--- src/rtl/decode_strobe.sv ---
// decode_strobe: a 3-to-8 style decoder that turns a single request into a
// timed, registered, active-low strobe on one output. Each strobe is followed
// by an all-high recovery gap. A one-entry buffer holds a request that arrives
// while a strobe is in progress.
module decode_strobe #(
  parameter int SEL_WIDTH    = 3,
  parameter int PULSE_CYCLES = 2,
  parameter int GAP_CYCLES   = 1
) (
  input  logic                        clk,
  input  logic                        reset,
  input  logic                        g1,
  input  logic                        g2a_n,
  input  logic                        g2b_n,
  input  logic [SEL_WIDTH-1:0]        a,
  input  logic                        req,
  output logic [(2**SEL_WIDTH)-1:0]   y_n,
  output logic                        busy,
  output logic                        done,
  output logic                        overrun
);

  localparam int N = 2**SEL_WIDTH;
  localparam logic [3:0] PULSE_CNT = 4'(PULSE_CYCLES);
  localparam logic [3:0] GAP_CNT   = 4'(GAP_CYCLES);

  typedef enum logic [1:0] {
    IDLE  = 2'd0,
    PULSE = 2'd1,
    GAP   = 2'd2
  } state_t;

  state_t               state;
  logic [3:0]           cnt;
  logic                 pend_vld;
  logic [SEL_WIDTH-1:0] pend_a;
  logic                 en;
  logic                 pend_take;

  // One-cold pattern: only the selected bit low.
  function automatic logic [N-1:0] onecold(input logic [SEL_WIDTH-1:0] sel);
    onecold = ~(N'(1) << sel);
  endfunction

  assign en   = g1 & ~g2a_n & ~g2b_n;
  assign busy = (state != IDLE);

  // Decide when the pending buffer captures the select input.
  always_comb begin
    pend_take = 1'b0;
    case (state)
      // In IDLE the buffer is freed by a launch, so a new request can refill it.
      IDLE:       pend_take = req & pend_vld & en;
      PULSE, GAP: pend_take = req & ~pend_vld;
      default:    pend_take = 1'b0;
    endcase
  end

  // Pending select value; pure data, qualified by pend_vld.
  always_ff @(posedge clk) begin
    if (pend_take) pend_a <= a;
  end

  // Strobe sequencer: state, cycle counter, outputs and pending/overrun flags.
  always_ff @(posedge clk or posedge reset) begin
    if (reset) begin
      state    <= IDLE;
      cnt      <= 4'd0;
      y_n      <= '1;
      done     <= 1'b0;
      overrun  <= 1'b0;
      pend_vld <= 1'b0;
    end else begin
      done <= 1'b0;
      case (state)
        IDLE: begin
          y_n <= '1;
          if (pend_vld) begin
            // Buffered request has priority; enables are re-checked now.
            if (en) begin
              state    <= PULSE;
              cnt      <= 4'd1;
              y_n      <= onecold(pend_a);
              pend_vld <= req;
            end else begin
              pend_vld <= 1'b0;
            end
          end else if (req && en) begin
            state <= PULSE;
            cnt   <= 4'd1;
            y_n   <= onecold(a);
          end
        end
        PULSE: begin
          if (req) begin
            if (pend_vld) overrun  <= 1'b1;
            else          pend_vld <= 1'b1;
          end
          // Either the full length elapsed or the enables dropped (abort).
          if (!en || cnt >= PULSE_CNT) begin
            y_n  <= '1;
            done <= en;
            if (GAP_CNT == 4'd0) begin
              state <= IDLE;
            end else begin
              state <= GAP;
              cnt   <= 4'd1;
            end
          end else begin
            cnt <= cnt + 4'd1;
          end
        end
        GAP: begin
          if (req) begin
            if (pend_vld) overrun  <= 1'b1;
            else          pend_vld <= 1'b1;
          end
          y_n <= '1;
          if (cnt >= GAP_CNT) state <= IDLE;
          else                cnt   <= cnt + 4'd1;
        end
        default: begin
          state <= IDLE;
          cnt   <= 4'd0;
          y_n   <= '1;
        end
      endcase
    end
  end

endmodule

--- config.mk ---
export PLATFORM = sky130hd
export DESIGN_NAME = decode_strobe
export DESIGN_NICKNAME = d
export VERILOG_FILES = /design/src/rtl/decode_strobe.sv
export SDC_FILE = /design/constraint.sdc
export NUM_CORES = 1
export LEC_CHECK = 0
export BUFFER_PORTS_ARGS = -buffer_cell sky130_fd_sc_hd__clkbuf_2
export CORE_MARGIN = 2
export CORE_UTILIZATION = 49
export CTS_CLUSTER_DIAMETER = 150
export CTS_CLUSTER_SIZE = 12
export DETAILED_ROUTE_END_ITERATION = 6
export GPL_TIMING_DRIVEN = 0
export PLACE_DENSITY = 0.74
export SKIP_CTS_REPAIR_TIMING = 1
export SYNTH_ARGS = -nofsm -noshare
export SYNTH_HDL_FRONTEND = slang
export SYNTH_SLANG_ARGS = --single-unit
export TNS_END_PERCENT = 5
--- constraint.sdc ---
create_clock -name clk -period 1.8 [get_ports clk]
set_clock_uncertainty 0.05 [all_clocks]
set_input_delay 0.09 -clock clk [delete_from_list [all_inputs] [get_ports clk]]
set_output_delay 0.09 -clock clk [all_outputs]
set_load 0.02 [all_outputs]
==> impl_metrics.yaml <==
detailed_routing:
  vias_per_cell: 5.82
  drt-pass1-iter-count: 4
  wl_per_cell_um: 14.3
  initialDrtViolationCount: 13
  vias: 943
  drt_wl_total_um: 2310
  ant_nets: 0
  drc_errors: 0
die:
  die_w_um: 52.9
  fp-row-count: 17
  dieArea_um2: 2800
  initial_utilization: 0.525
  core-area_um2: 2230
  io_pins: 20
  die_h_um: 52.9
final_layout:
  fin_area_um2: 1380
  area_delta_synth_final_pct: 17.9
  finalNetCount: 152
  final_cell_mix: "clkbuf_2, nand2_1, dfrtp_1, dfstp_2"
  final_common_cell: "clkbuf_2"
  final-instance-count-excl-fill: 162
  antenna_cells: 0
  drive_gt1_frac: 0.336
placement:
  gp_congestion: 0.832
  dp.cells: 155
  port-buffer-count: 18
  dpl.hpwl_um: 1770
  placed_area_um2: 1300
cts:
  cts_tree: "yes"
  cts_buffers: 3
  cts-htree-levels: 1
  clockRootBuffer: "clkbuf_4"
  path_clk_slew_ns: 0.11
  cts_buffer_depth: 2
  clock_sinks: 20
  clkLatencyLatePin_ns: 0.30
yosys:
  synthesis.area_um2: 1170
  async_flop_share: 0.850
  synth_top_area_cell: "dfrtp_1"
  ys_top_cells_by_area: "dfrtp_1, dfstp_2, ha_1"
  ys_seq_elements: 20
  synth_nets: 126
  synth_edf_count: 3
  synth_cell_types: 40
  ys.flop_type: "dfrtp_1"
  yosysSeqAreaShare: 0.448
  synth_cells: 109
  yosys_warnings: 0
  syn_area_per_cell_um2: 10.8
  synth_top_cell_area_share: 0.192
setup_path:
  cpLargestDelayFamily: "simple AND/OR/NAND/NOR gates"
  cp-startpoint: "cnt[0]"
  crit_path_max_incr_delay_ns: 0.43
  cp.arrival_ns: 1.97
  r2r_start: "cnt[0]"
  worstSetupEndpointType: "flip-flop"
  worst_setup_path_start_kind: "flip-flop"
  critPathMaxFanout: 5
  critical_path_class: "flip-flop to flip-flop"
  crit_path_cell_trace: "inv_2 > ha_1 > nor4_4 > a31oi_1 > or3b_1 > mux2i_1"
  cp.required_ns: 1.97
  crit_slowest_cell: "dfrtp_1"
  critPathBufInv: 1
timing:
  hold_violations: 0
  rsz0062_at_grt: "yes"
  period_minus_slack_ns: 1.80
  fin_crit_sh: 1.00
  slew_violations: 0
  max_freq_ghz: 0.556
  finalSetupViolations: 0
  max_slew_margin: 0.593
  tightest_slew_ns: 0.610
power_and_ir_drop:
  p_leak_nw: 0.584
  peakVddDrop_mv: 0.643
  p_per_area_nw_per_um2: 1150
grt:
  overflow: 0
  grtUsageTotal: 0.183
  antenna_found_initial: 0
  grt_max_degree: 18
  grt_first_pass_wirelength_um: 3710
  grt_pass1_vias: 888
job:
  maxCapViolations: 0
run_status:
  status: "complete, no violations"
min_path:
  hold_start: "a[0]"
  worstHoldPathType: "primary input to flip-flop"
-- stage by stage --
step                TNS, ns   util  setup WS (ns)  hold WS (ns)  power [mW]
global route         -0.501  0.619         -0.102        0.0116        1.70
finish                    0  0.619       0.000270       0.00591        1.59
detailed placement   -0.720  0.581         -0.169         0.131        1.33
CTS                  -0.806  0.593         -0.169        -0.196        1.55
floorplan                 0      -         0.0346       -0.0397        1.16
global placement     -0.461  0.581         -0.115         0.129        1.31
-- flip-flops by register name (all words and copies together) (netlist names) --
| signal | flops |
|---|---|
| overrun | 1 |
| cnt | 4 |
| state | 2 |
| pend_a | 3 |
| y_n | 8 |
| pend_vld | 1 |
| done | 1 |
-- power breakdown --
group          internal, mW  switching [mW]
combinational         0.309           0.425
sequential            0.565          0.0760
clock                0.0864           0.133
total                 0.960           0.634
-- final cells by class --
| class | count | area, µm² |
|---|---|---|
| multi-input cells | 77 | 611 |
| repair buffers | 21 | 120 |
| clock buffers | 4 | 26.3 |
| flip-flops and latches | 20 | 527 |
| plain buffers | 4 | 33.8 |
| well taps | 28 | 35.0 |
| fillers | 186 | 851 |
| inverters | 8 | 30.0 |
-- Yosys cell counts (2+ instances only) --
cell	n
nand2_1	12
dfrtp_1	9
dfstp_2	8
ha_1	8
inv_1	8
and3_1	5
nor3b_1	5
o21ai_0	5
o32ai_1	4
edfxtp_1	3
mux2_1	3
o21ai_1	3
mux2i_1	2
nand3_1	2
nand3b_1	2
nor2_1	2
nor3_1	2
nor4b_1	2
o21ai_2	2
o31ai_1	2
-- per-layer routing --
| metal | vias up | global-route usage | wire length, µm |
|---|---|---|---|
| li1 | 454 | - | - |
| met1 | 465 | 0.204 | 969 |
| met2 | 20 | 0.338 | 1240 |
| met3 | 4 | 0.0254 | 77 |
| met4 | 0 | 0.0897 | 28 |
| met5 | - | 0 | 0 |
-- worst reg2reg max path, cell delays in order, from the launching register on --
cell     delay, ns
dfrtp_1       0.43
inv_2         0.08
ha_1          0.23
nor4_4        0.24
a31oi_1       0.17
or3b_1        0.37
mux2i_1       0.15
-- worst paths after layout --
check,endpoint,slack [ns],cells after the start
hold reg to reg,y_n[2],0.42,2
max in group asynchronous,cnt[1],0.94,3
setup reg to reg,cnt[1],0.0003,6
setup / recovery,cnt[1],0.0003,6
min in group asynchronous,state[0],0.33,3
hold / removal,pend_a[0],0.006,1
-- cells by family after synthesis --
group | share of synthesized area
AO/OA/AOI/OAI | 0.145
adder cells (fa/ha/maj) | 0.0854
flip-flops | 0.448
buffers and inverters | 0.0491
multiplexers | 0.0459
AND/OR/NAND/NOR | 0.226
Power figures use the tool's default switching activity.
